File: src/rtl/mmu_req_arbiter.sv
// Arbitrates fetch and LSU translation requests onto one MMU port, one translation
// in flight at a time, with flush handling and registered per-requester responses.
module mmu_req_arbiter #(
  parameter int VADDR_LEN = 39,
  parameter int PADDR_LEN = 56
) (
  input  logic                 clk,
  input  logic                 rstn,
  input  logic                 flush_i,
  input  logic                 if_req_valid_i,
  output logic                 if_req_ready_o,
  input  logic [VADDR_LEN-1:0] if_req_addr_i,
  output logic                 if_resp_valid_o,
  input  logic                 if_resp_ready_i,
  output logic [PADDR_LEN-1:0] if_resp_addr_o,
  output logic                 if_resp_fault_o,
  output logic [3:0]           if_resp_cause_o,
  input  logic                 lsu_req_valid_i,
  output logic                 lsu_req_ready_o,
  input  logic [VADDR_LEN-1:0] lsu_req_addr_i,
  input  logic [1:0]           lsu_req_mode_i,
  output logic                 lsu_resp_valid_o,
  input  logic                 lsu_resp_ready_i,
  output logic [PADDR_LEN-1:0] lsu_resp_addr_o,
  output logic                 lsu_resp_fault_o,
  output logic [3:0]           lsu_resp_cause_o,
  output logic                 mmu_req_valid_o,
  input  logic                 mmu_req_ready_i,
  output logic [VADDR_LEN-1:0] mmu_req_addr_o,
  output logic [1:0]           mmu_access_mode_o,
  input  logic                 mmu_resp_valid_i,
  output logic                 mmu_resp_ready_o,
  input  logic [PADDR_LEN-1:0] mmu_resp_addr_i,
  input  logic                 mmu_fault_valid_i,
  input  logic [3:0]           mmu_fault_cause_i
);

  typedef enum logic [2:0] {S_IDLE, S_REQ, S_WAIT, S_RESP, S_DRAIN} state_e;
  typedef enum logic {SRC_LSU = 1'b0, SRC_IF = 1'b1} src_e;

  localparam logic [1:0] MODE_EXEC = 2'b10;

  state_e               state_q, state_d;
  src_e                 owner_q, last_grant_q;
  logic [VADDR_LEN-1:0] vaddr_q;
  logic [1:0]           mode_q;
  logic [PADDR_LEN-1:0] paddr_q;
  logic                 fault_q;
  logic [3:0]           cause_q;

  logic grant_if, grant_lsu, capture;
  logic mmu_got, owner_ready;

  assign mmu_got     = mmu_resp_valid_i | mmu_fault_valid_i;
  assign owner_ready = (owner_q == SRC_IF) ? if_resp_ready_i : lsu_resp_ready_i;

  // NOTE: every signal gets a default before the case so no path leaves one unassigned (no latches).
  always_comb begin
    state_d          = state_q;
    grant_if         = 1'b0;
    grant_lsu        = 1'b0;
    capture          = 1'b0;
    mmu_req_valid_o  = 1'b0;
    mmu_resp_ready_o = 1'b0;
    if_resp_valid_o  = 1'b0;
    lsu_resp_valid_o = 1'b0;
    unique case (state_q)
      S_IDLE: begin
        // Readies are gated by rstn so nothing is granted while reset is held.
        if (rstn && !flush_i) begin
          if (if_req_valid_i && lsu_req_valid_i) begin
            grant_if  = (last_grant_q == SRC_LSU);
            grant_lsu = (last_grant_q == SRC_IF);
          end else begin
            grant_if  = if_req_valid_i;
            grant_lsu = lsu_req_valid_i;
          end
          if (grant_if || grant_lsu) state_d = S_REQ;
        end
      end
      S_REQ: begin
        mmu_req_valid_o = 1'b1;
        if (flush_i)              state_d = mmu_req_ready_i ? S_DRAIN : S_IDLE;
        else if (mmu_req_ready_i) state_d = S_WAIT;
      end
      S_WAIT: begin
        mmu_resp_ready_o = 1'b1;
        if (flush_i) begin
          state_d = mmu_got ? S_IDLE : S_DRAIN;
        end else if (mmu_got) begin
          capture = 1'b1;
          state_d = S_RESP;
        end
      end
      S_RESP: begin
        // A flush discards the result, so the requester never sees it complete.
        if_resp_valid_o  = !flush_i && (owner_q == SRC_IF);
        lsu_resp_valid_o = !flush_i && (owner_q == SRC_LSU);
        if (flush_i || owner_ready) state_d = S_IDLE;
      end
      S_DRAIN: begin
        mmu_resp_ready_o = 1'b1;
        if (mmu_got) state_d = S_IDLE;
      end
      default: state_d = S_IDLE;
    endcase
  end

  // NOTE: sequential state uses non-blocking assignments so all registers update from pre-edge values.
  always_ff @(posedge clk or negedge rstn) begin
    if (!rstn) begin
      state_q      <= S_IDLE;
      last_grant_q <= SRC_LSU;
      owner_q      <= SRC_LSU;
      vaddr_q      <= '0;
      mode_q       <= '0;
      paddr_q      <= '0;
      fault_q      <= 1'b0;
      cause_q      <= '0;
    end else begin
      state_q <= state_d;
      if (grant_if) begin
        owner_q      <= SRC_IF;
        last_grant_q <= SRC_IF;
        vaddr_q      <= if_req_addr_i;
        mode_q       <= MODE_EXEC;
      end else if (grant_lsu) begin
        owner_q      <= SRC_LSU;
        last_grant_q <= SRC_LSU;
        vaddr_q      <= lsu_req_addr_i;
        mode_q       <= lsu_req_mode_i;
      end
      if (capture) begin
        paddr_q <= mmu_resp_addr_i;
        fault_q <= mmu_fault_valid_i;
        cause_q <= mmu_fault_valid_i ? mmu_fault_cause_i : 4'h0;
      end
    end
  end

  assign if_req_ready_o    = grant_if;
  assign lsu_req_ready_o   = grant_lsu;
  assign mmu_req_addr_o    = vaddr_q;
  assign mmu_access_mode_o = mode_q;
  assign if_resp_addr_o    = paddr_q;
  assign if_resp_fault_o   = fault_q;
  assign if_resp_cause_o   = cause_q;
  assign lsu_resp_addr_o   = paddr_q;
  assign lsu_resp_fault_o  = fault_q;
  assign lsu_resp_cause_o  = cause_q;

endmodule

File: config.mk
export PLATFORM = sky130hd
export DESIGN_NAME = mmu_req_arbiter
export DESIGN_NICKNAME = d
export VERILOG_FILES = /design/src/rtl/mmu_req_arbiter.sv
export SDC_FILE = /design/constraint.sdc
export NUM_CORES = 1
export LEC_CHECK = 0
export CAP_MARGIN = 20
export CORE_MARGIN = 5
export CORE_UTILIZATION = 30
export CTS_BUF_LIST = sky130_fd_sc_hd__clkbuf_8
export DETAILED_ROUTE_END_ITERATION = 6
export PLACE_DENSITY = 0.68
export SYNTH_ARGS = -nofsm -noshare
export SYNTH_HDL_FRONTEND = slang
export SYNTH_SLANG_ARGS = --single-unit
File: constraint.sdc
create_clock -name clk -period 1.97 [get_ports clk]
set_clock_uncertainty 0.2 [all_clocks]
set_input_delay 0.2955 -clock clk [delete_from_list [all_inputs] [get_ports clk]]
set_output_delay 0.2955 -clock clk [all_outputs]
set_load 0.02 [all_outputs]
==> results.ini, run 1 <==
[place]
dp_hpwl_mm = 12.8
place.gp.congestion = 0.831
place_inst = 892
io_buffers = 318

[finish]
fillers = 1372
area_growth_syn_to_layout_pct = 75.9
layout.nets = 849
instances_no_fill = 925
drive_gt1_share_pct = 19.3

[worst_setup_path]
end_kind = output port
cp-start-kind = register
cp_data_required_time_ns = 1.47
crit_type = register to output port
cp_max_fo = 4
arrival_ns = 1.57

[global_route]
grt_usage_pct = 16.2
grt_max_degree = 57
first_global_vias = 4563
grt_pass1_wl_mm = 25.4
gr-total-overflow = 0
antenna_found_initial = 1

[synth]
synth.net_count = 568
synth.distinct_cells = 33
ys_seq_area_share_pct = 52.5
synthCells = 418
ys_warn_count = 0
ys_ff_latch = 106
syn_area_um2 = 5050
avgSynthCellArea_um2 = 12.1

[floorplan]
rows = 47
die_h_um = 140
initial_core_util_pct = 30.6
die_area_um2 = 19500
coreArea_um2 = 16500
dieWidth_um = 140
pin_count = 319

[drt]
viasPerCell = 4.80
drtAntennaViolNets = 0
drc_errors = 0
avgRoutedWirePerCell_um = 19.3
routed_wl_mm = 17.9
drtIter0Drc = 200
dr.pass1.iters = 4
vias = 4442

[timing]
hold_viol = 50
fin_ws_ns = -0.0910
drv_slew = 0
whs_ns = -0.141
period_needed_ns = 2.06
finalSetupViolCount = 42
rsz0062_at_grt = true
worstMarginPinSlew_ns = 0.711
fin_crit_sh_pct = 105
slew_headroom_pct = 52.6
fmax_mhz = 485

[job]
cap_violations = 0

[outcome]
status = finished, violations left
violations = hold timing, setup timing

[power_and_ir_drop]
powerDensity_nw_per_um2 = 1380
leakage_nw = 3.95
ir_drop_mv = 0.744

[worst_hold_path]
hp-class = input pin to asynchronous set/reset pin

[clocking]
cts.clk_slew.worst_paths_ns = 0.10
cts_tree = done
clk_latency_ns = 0.37
root_buffer = clkbuf_8
cts_made_buffers = 9
clock-sinks = 106
cts_buffer_depth = 2
h-tree-depth = 3

[cell families (layout without fill, tap and decap cells)]
logic type	Yosys count	in the layout	share of synthesized area, %
AO/OA/AOI/OAI	97	97	11.5
XOR/XNOR	1	1	0.173
buffers and inverters	96	382	12.4
flip-flops	106	106	52.5
multiplexers	96	96	20.4
other	0	1	0
AND/OR/NAND/NOR	22	22	3.00
[worst max-delay path: stages (launching register included)]
cell	delay (ns)
dfrtp_1	0.43
nor4b_4	0.27
buf_6	0.16
o2111a_1	0.21
buf_6	0.13
[power by group]
group          internal (mW)  leakage, nW  total, mW  switching [mW]
combinational           3.86         2.58       7.24            3.37
sequential              3.09         1.28       3.81           0.721
clock                  0.487       0.0927       1.23           0.746
total                   7.43         3.95       12.3            4.84
[layout by cell type, fill, tap and decap left out, types with 2 or more instances in the layout]
| cell | n |
|---|---|
| dfrtp_1 | 106 |
| clkbuf_16 | 7 |
| buf_6 | 12 |
| nor3_1 | 2 |
| mux2_2 | 12 |
| mux2i_1 | 40 |
| nand3b_1 | 2 |
| dlymetal6s2s_1 | 7 |
| nor2_4 | 2 |
| nor2_1 | 3 |
| a31oi_1 | 41 |
| buf_8 | 3 |
| a21o_1 | 2 |
| a21oi_1 | 42 |
| buf_12 | 4 |
| inv_1 | 5 |
| clkinvlp_4 | 2 |
| a22o_1 | 4 |
| or2_2 | 3 |
| buf_4 | 26 |
| clkdlybuf4s50_1 | 303 |
| mux2_4 | 44 |
| clkbuf_8 | 10 |
[synthesized netlist by cell type (all sizes together)]
cell     number  share of area (%)
dfrtp       106                 53
buf          82                 11
mux2         56                 12
a21oi        42                4.2
a31oi        41                5.1
mux2i        40                7.9
clkbuf       11               0.82
nor2          5               0.37
a22o          4               0.69
inv           3               0.22
or2           3               0.37
a21o          2               0.30
and3          2               0.25
nand2b        2               0.25
nand3b        2               0.30
nor3          2               0.20
a211oi        1               0.15
a21boi        1               0.15
a22oi         1               0.15
a41oi         1               0.17
and2b         1               0.15
and4b         1               0.20
nand3         1              0.099
nor3b         1               0.15
nor4b         1               0.47
o2111a        1               0.22
o21ai         1              0.099
o2bb2ai       1               0.17
o32ai         1               0.17
or4b          1               0.20
xnor2         1               0.17
[layout make-up]
type | count | area (um^2) | share of cell area (%)
antenna | 1 | 2.50 | 0.0282
clock buffer | 10 | 138 | 1.55
clock inverter | 6 | 35.0 | 0.394
inverter | 3 | 11.3 | 0.127
multi-input combinational | 216 | 2010 | 22.6
sequential | 106 | 2650 | 29.9
tap | 220 | 275 | 3.10
timing repair buffer | 363 | 3760 | 42.3
[timing repair]
item                                    CTS  global route
pin swaps                                 4             7
endpoints found under the setup margin    6           102
setup buffers                             6             3
gates cloned                              0             9
endpoints found under the hold margin    50            50
resized for setup                        37            66
[flip-flops by register name, indices dropped and copies added, names as in the netlist]
| register | cells |
|---|---|
| if_resp_cause_o | 4 |
| mmu_access_mode_o | 2 |
| state_q | 3 |
| mmu_req_addr_o | 39 |
| if_resp_addr_o | 56 |
| if_resp_fault_o | 1 |
| last_grant_q | 1 |
[metrics by stage]
| step | TNS (ns) | total power, mW | cell area (um^2) | util (%) | setup slack (ns) |
|---|---|---|---|---|---|
| floorplan | 0 | 7.63 | 5050 | - | 0.0204 |
| global placement | -27.00 | 10.6 | 8160 | 49.4 | -0.543 |
| detailed placement | -28.96 | 10.7 | 8160 | 49.4 | -0.536 |
| CTS | -0.451 | 12.0 | 8430 | 51.0 | -0.135 |
| global route | -5.66 | 12.9 | 8880 | 53.8 | -0.200 |
| finish | -0.578 | 12.3 | 8880 | 53.8 | -0.0910 |
[layer usage]
layer / track usage, % / up-vias / part of all wire [%]
li1: - / 2012 / -
met1: 17.9 / 2173 / 37
met2: 27.9 / 232 / 50
met3: 6.69 / 25 / 9.8
met4: 6.32 / 0 / 2.5
met5: 0 / - / 0
[worst paths after layout]
check,from,endpoint,slack [ns],cells after the start
max,state_q[2],lsu_req_ready_o,-0.09,4
min reg2reg,if_resp_fault_o,if_resp_fault_o,0.32,1
max in group asynchronous,rstn,if_resp_addr_o[54],0.55,3
min in group clk,flush_i,state_q[1],0.23,3
min,rstn,mmu_req_addr_o[16],-0.14,2
max reg2reg,state_q[2],if_resp_addr_o[51],-0.03,7
Note: power is estimated with default switching activity, not from simulation.
==> run 2, diff against run 1 <==
--- a/config.mk
+++ b/config.mk
@@ -7,10 +7,10 @@
 export LEC_CHECK = 0
 export CAP_MARGIN = 20
 export CORE_MARGIN = 5
-export CORE_UTILIZATION = 30
+export CORE_UTILIZATION = 35
 export CTS_BUF_LIST = sky130_fd_sc_hd__clkbuf_8
 export DETAILED_ROUTE_END_ITERATION = 6
-export PLACE_DENSITY = 0.68
+export PLACE_DENSITY = 0.77
 export SYNTH_ARGS = -nofsm -noshare
 export SYNTH_HDL_FRONTEND = slang
 export SYNTH_SLANG_ARGS = --single-unit
==> run 2 against run 1 <==
Against the previous run: the flow still finishes with violations (hold timing, setup timing); critical path type unchanged; hold slack got worse by 0.044 ns; final cell count down 5.3%; clock-buffer cell count shrank 1; non-clock buffer count down 11; first-iteration DRC count shrank 24%.
==> results.ini, run 2 (same netlist as run 1, synthesis figures left out) <==
[timing]
drv_slew = 0  ; unchanged
fmax_mhz = 479  ; -1.4%
fin_crit_sh_pct = 106  ; +1.4 points
whs_ns = -0.185  ; -0.0441 ns
fin_ws_ns = -0.119  ; -0.0283 ns
period_needed_ns = 2.09  ; +0.0283 ns
slew_headroom_pct = 49.3  ; -3.3 points
finalSetupViolCount = 45  ; +7.1%
worstMarginPinSlew_ns = 0.760  ; +0.0493 ns
hold_viol = 45  ; -10%
rsz0062_at_grt = true

[drt]
drtAntennaViolNets = 0  ; unchanged
vias = 4314  ; -2.9%
drc_errors = 0  ; unchanged
dr.pass1.iters = 6  ; +2
viasPerCell = 4.92  ; +2.6%
avgRoutedWirePerCell_um = 18.9  ; -2.1%
drtIter0Drc = 152  ; -24%
routed_wl_mm = 16.6  ; -7.3%

[power_and_ir_drop]
seq_power_share_pct = 31.1  ; about the same
ir_drop_mv = 0.651  ; -13%
power_switching_mw = 4.74  ; -2.2%
powerDensity_nw_per_um2 = 1440  ; +4.2%
power_frac_comb_pct = 56.1  ; -2.8 points
leakage_nw = 3.61  ; -8.5%
p_sw_share_pct = 38.8  ; -0.67 points
p_int_mw = 7.48  ; +0.61%
p_clk_share_pct = 12.7  ; +2.7 points

[worst_setup_path]
cp_cell_sequence = nor4b_4 > buf_4 > o2111a_2 > buf_6
cp-start-kind = register
cp_top_family = flip-flops
arrival_ns = 1.59  ; +0.02 ns
end_kind = output port
crit_type = register to output port
crit_slowest_cell = dfrtp_1
critPathBufInv = 2  ; unchanged
cp_max_fo = 4  ; unchanged
cpPeakStageDelay_ns = 0.43  ; about the same
cp_data_required_time_ns = 1.47  ; about the same

[global_route]
grt_pass1_wl_mm = 24.0  ; -5.5%
antenna_found_initial = 1  ; unchanged
first_global_vias = 4410  ; -3.4%
grt_usage_pct = 18.5  ; +2.2 points
grt_max_degree = 62  ; +8.8%
gr-total-overflow = 0  ; unchanged

[place]
dp_hpwl_mm = 12.8  ; -0.31%
place.gp.congestion = 0.793  ; -4.6%
placement.cell_area_um2 = 8110  ; -0.58%
io_buffers = 318  ; unchanged

[clocking]
clk_latency_ns = 0.37  ; about the same
cts.clk_slew.worst_paths_ns = 0.10  ; about the same
root_buffer = clkbuf_8
h-tree-depth = 3  ; unchanged
clock-sinks = 106  ; unchanged
cts_buffer_depth = 2  ; unchanged
cts_tree = done
cts_made_buffers = 9  ; unchanged

[floorplan]
die_area_um2 = 16900  ; -13%
coreArea_um2 = 14400  ; -13%
pin_count = 319  ; unchanged
dieWidth_um = 130  ; -6.9%
initial_core_util_pct = 35.2  ; +4.6 points
rows = 44  ; -6.4%
die_h_um = 130  ; -6.9%

[finish]
area_growth_syn_to_layout_pct = 67.9
drive_gt1_share_pct = 17.8  ; -1.5 points
diodes = 0  ; -1
largest_register_ff_count = 56  ; unchanged
layout_commonest_cell = clkdlybuf4s50_1
post-route-util_pct = 59.0  ; +5.3 points
fin_area_um2 = 8480  ; -4.5%
fillers = 1177  ; -14%
layout.nets = 838  ; -1.3%
regArea_um2 = 2650  ; unchanged
final_cell_mix = clkdlybuf4s50_1 (307), dfrtp_1 (106), mux2_2 (56)
multiInputGateArea_um2 = 1810  ; -9.8%

[worst_hold_path]
hp-class = input pin to asynchronous set/reset pin

[job]
cap_violations = 0  ; unchanged

[outcome]
status = finished, violations left
violations = hold timing, setup timing

## run 2: cell types whose count changed in the layout (fill, tap and decap cells not counted), moves of 4 or more
cell and change:
dlymetal6s2s_1 -4, clkdlybuf4s50_1 +4, mux2_2 +44, mux2_4 -44
clkbuf_16 -5, buf_6 -6
## run 2: final cells by class
type | instances | share of cell area, %
repair buffers | 352 | 41.8
flip-flops and latches | 106 | 31.3
multi-input cells | 216 | 21.4
well taps | 184 | 2.71
clock buffers | 9 | 1.46
clock inverters | 6 | 1.27
inverters | 3 | 0.133
## run 2: through the flow
stage | instances | TNS (ns) | setup WS, ns | total power, mW | hold WS [ns]
5_1_grt | 876 | -6.28 | -0.207 | 12.8 | -0.150
3_3_place_gp | 854 | -31.68 | -0.593 | 10.6 | 0.226
2_1_floorplan | 418 | 0 | 0.0204 | 7.63 | -0.200
3_5_place_dp | 854 | -35.15 | -0.580 | 10.7 | 0.244
6_report | 876 | -2.01 | -0.119 | 12.2 | -0.185
4_1_cts | 872 | -2.03 | -0.158 | 12.4 | -0.177
## run 2: routing by layer
layer	up-vias	part of all wire, %	GRT usage [%]
li1	1987	-	-
met1	2075	35	20.2
met2	227	54	34.2
met3	23	9.2	4.75
met4	2	1.9	6.66
met5	-	0.12	0
## run 2: final timing paths
kind | from | endpoint | slack [ns] | cells past startpoint
hold reg to reg | if_resp_addr_o[48] | if_resp_addr_o[48] | 0.34 | 1
max in group asynchronous | rstn | if_resp_addr_o[13] | 0.55 | 3
hold / removal | rstn | mmu_req_addr_o[9] | -0.19 | 2
setup reg to reg | state_q[1] | mmu_req_addr_o[5] | -0.06 | 6
setup / recovery | state_q[1] | lsu_req_ready_o | -0.12 | 4
min in group clk | flush_i | state_q[1] | 0.24 | 3
## run 2: power by group through the flow
stage,Clock (mW),Combinational [mW],Sequential [mW]
after floorplan,0,2.82,4.81
after global placement,0,6.81,3.78
after detailed placement,0,6.89,3.85
after CTS,1.62,6.92,3.82
after global routing,1.69,7.21,3.93
final,1.55,6.86,3.80
## run 2: worst reg2reg max path: cells and delay by family, from the launching register on
kind	cells	cell delay, ns
flops	1	0.43
compound gates	1	0.11
simple gates	2	0.54
buf+inv	3	0.64
## run 2: repair_timing
| item | in CTS | in global routing |
|---|---|---|
| buffers inserted | 4 | 1 |
| endpoints found under the hold margin | 45 | 45 |
| endpoints found under the setup margin | 47 | 107 |
| pin swaps | 4 | 1 |
| cloned | 0 | 3 |
| resized for setup | 28 | 9 |
==> run 3, diff against run 2 <==
--- a/config.mk
+++ b/config.mk
@@ -8,8 +8,9 @@
 export CAP_MARGIN = 20
 export CORE_MARGIN = 5
 export CORE_UTILIZATION = 35
-export CTS_BUF_LIST = sky130_fd_sc_hd__clkbuf_8
+export CTS_BUF_LIST = sky130_fd_sc_hd__clkbuf_2
 export DETAILED_ROUTE_END_ITERATION = 6
+export HOLD_SLACK_MARGIN = 0.02
 export PLACE_DENSITY = 0.77
 export SYNTH_ARGS = -nofsm -noshare
 export SYNTH_HDL_FRONTEND = slang
==> run 3 against run 2 <==
Against the previous run: the run ends with setup timing left; clock power shrank 19%; critical path depth is the same; hold slack gained 0.26 ns; sequential share of layout area shrank 0.80 points; total power shrank 7.0%; critical endpoint unchanged; setup slack lost 0.29 ns; first-iteration DRC count shrank 26%; maximum frequency shrank 12%; highest routed layer unchanged.
==> results.ini, run 3 (same netlist as run 1, synthesis figures left out) <==
[outcome]
status = finished, violations left
violations = setup timing

[global_route]
grt_pass1_wl_mm = 24.7  ; +2.7%
first_global_vias = 4484  ; +1.7%
grt_usage_pct = 19.0  ; +0.52 points
antenna_found_initial = 1  ; unchanged
grt_max_degree = 62  ; unchanged
gr-total-overflow = 0  ; unchanged

[finish]
layout.nets = 882  ; +5.3%
post-route-util_pct = 60.6  ; +1.6 points
fillers = 1186  ; +0.76%
area_growth_syn_to_layout_pct = 72.4
regArea_um2 = 2650  ; unchanged
layout_commonest_cell = clkdlybuf4s50_1
drive_gt1_share_pct = 24.3  ; +6.5 points
largest_register_ff_count = 56  ; unchanged
final_cell_mix = clkdlybuf4s50_1 (148), dfrtp_1 (106), clkdlybuf4s15_1 (70)
multiInputGateArea_um2 = 1900  ; +4.8%
instances_no_fill = 920  ; +5.0%
diodes = 0  ; unchanged

[worst_setup_path]
arrival_ns = 1.88  ; +0.29 ns
cpPeakStageDelay_ns = 0.49  ; +0.06 ns
cp_data_required_time_ns = 1.47  ; about the same
crit_slowest_cell = dfrtp_1
critPathBufInv = 2  ; unchanged
cp_max_fo = 4  ; unchanged
cp_num_cells = 4  ; unchanged
cp_cell_sequence = nor4b_4 > buf_4 > o2111a_2 > buf_6
cp_top_family = flip-flops
cp-start-kind = register
ff2ff_path_depth = 6  ; unchanged
end_kind = output port
crit_type = register to output port

[timing]
rsz0062_at_grt = true
fin_crit_sh_pct = 121  ; +15 points
period_needed_ns = 2.38  ; +0.290 ns
drv_slew = 0  ; unchanged
finalSetupViolCount = 47  ; +4.4%
worstMarginPinSlew_ns = 0.765  ; +0.00536 ns
fmax_mhz = 420  ; -12%
fin_ws_ns = -0.410  ; -0.290 ns
slew_headroom_pct = 49.0  ; -0.36 points
hold_viol = 0  ; -100%

[place]
place_inst = 854  ; unchanged
dp_hpwl_mm = 12.8  ; unchanged
io_buffers = 318  ; unchanged
place.gp.congestion = 0.793  ; unchanged

[drt]
viasPerCell = 4.91  ; -0.26%
dr.pass1.iters = 6  ; unchanged
routed_wl_mm = 17.6  ; +6.3%
drc_errors = 0  ; unchanged
avgRoutedWirePerCell_um = 19.2  ; +1.3%
drtIter0Drc = 113  ; -26%
vias = 4519  ; +4.8%
drtAntennaViolNets = 0  ; unchanged

[worst_hold_path]
hp-class = input pin to asynchronous set/reset pin

[clocking]
clk_latency_ns = 0.60  ; +0.23 ns
clock-sinks = 106  ; unchanged
cts.clk_slew.worst_paths_ns = 0.29  ; +0.19 ns
root_buffer = clkbuf_2
h-tree-depth = 3  ; unchanged
cts_tree = done
cts_made_buffers = 9  ; unchanged
cts_buffer_depth = 2  ; unchanged

[power_and_ir_drop]
ir_drop_mv = 0.610  ; -6.2%
leakage_nw = 4.07  ; +13%
powerDensity_nw_per_um2 = 1300  ; -9.4%

[floorplan]
die_area_um2 = 16900  ; unchanged
die_h_um = 130  ; unchanged
dieWidth_um = 130  ; unchanged
rows = 44  ; unchanged
initial_core_util_pct = 35.2  ; unchanged
pin_count = 319  ; unchanged
coreArea_um2 = 14400  ; unchanged

[job]
cap_violations = 0  ; unchanged

==> run 3: changes by cell type in the layout (fill, tap and decap cells not counted), sizes merged <==
| cell | delta |
|---|---|
| clkdlybuf4s50 | -159 |
| dlygate4sd3 | +18 |
| dlygate4sd2 | +66 |
| dlymetal6s2s | -3 |
| buf | +28 |
| clkbuf | +24 |
| clkdlybuf4s15 | +71 |
| inv | -1 |
==> run 3: path summary, 6_finish.rpt <==
| path | start | end | slack [ns] |
|---|---|---|---|
| worst max-delay path | state_q[1] | lsu_req_ready_o | -0.41 |
| worst min-delay path | rstn | mmu_req_addr_o[9] | 0.08 |
| worst max register to register | state_q[1] | mmu_req_addr_o[35] | -0.09 |
| worst min register to register | mmu_access_mode_o[0] | mmu_access_mode_o[0] | 0.35 |
| max in group asynchronous | rstn | if_resp_addr_o[13] | 0.26 |
| min in group clk | lsu_req_addr_i[12] | mmu_req_addr_o[12] | 0.09 |
==> run 3: per-stage QoR <==
stage | worst slack [ns] | power, mW | setup TNS (ns) | cell area (um^2) | hold slack (ns)
after floorplan | 0.0204 | 7.63 | 0 | 5050 | -0.200
after global placement | -0.593 | 10.6 | -31.68 | 8110 | 0.226
after detailed placement | -0.580 | 10.7 | -35.15 | 8110 | 0.244
after CTS | -0.486 | 11.0 | -5.14 | 8320 | 0.0215
after global routing | -0.548 | 12.0 | -9.44 | 8710 | 0.0201
final | -0.410 | 11.4 | -4.64 | 8710 | 0.0778
==> run 3: worst reg2reg max path: stages, from the launching register on <==
cell	delay, ns
dfrtp_1	0.49
nor4b_4	0.26
buf_4	0.17
buf_4	0.27
and3_1	0.28
buf_4	0.21
a21oi_1	0.09
==> run 3: routing by layer <==
metal | share of wire (%) | GRT usage [%]
met1 | 36 | 20.7
met2 | 54 | 35.0
met3 | 8.4 | 4.99
met4 | 2.3 | 7.27
met5 | 0.11 | 0
==> run 3: layout make-up <==
| class | instances | area share (%) |
|---|---|---|
| repair buffers | 396 | 43.2 |
| flip-flops and latches | 106 | 30.5 |
| multi-input cells | 216 | 21.8 |
| well taps | 184 | 2.64 |
| clock inverters | 5 | 1.19 |
| clock buffers | 10 | 0.575 |
| inverters | 3 | 0.129 |
==> run 3: timing repair <==
action                                 4_1_cts  5_1_grt
hold buffers                                14        4
setup buffers                                9       21
setup endpoints to repair                  210      199
pin swaps                                    5        5
gates cloned                                 0        4
endpoints found under the hold margin       58        4
resized for setup                          218      135
==> run 3: power breakdown <==
part,switching (mW),total [mW],internal (mW)
Sequential,0.702,3.78,3.07
Combinational,3.42,6.33,2.90
Clock,0.710,1.25,0.545
Total,4.84,11.4,6.52
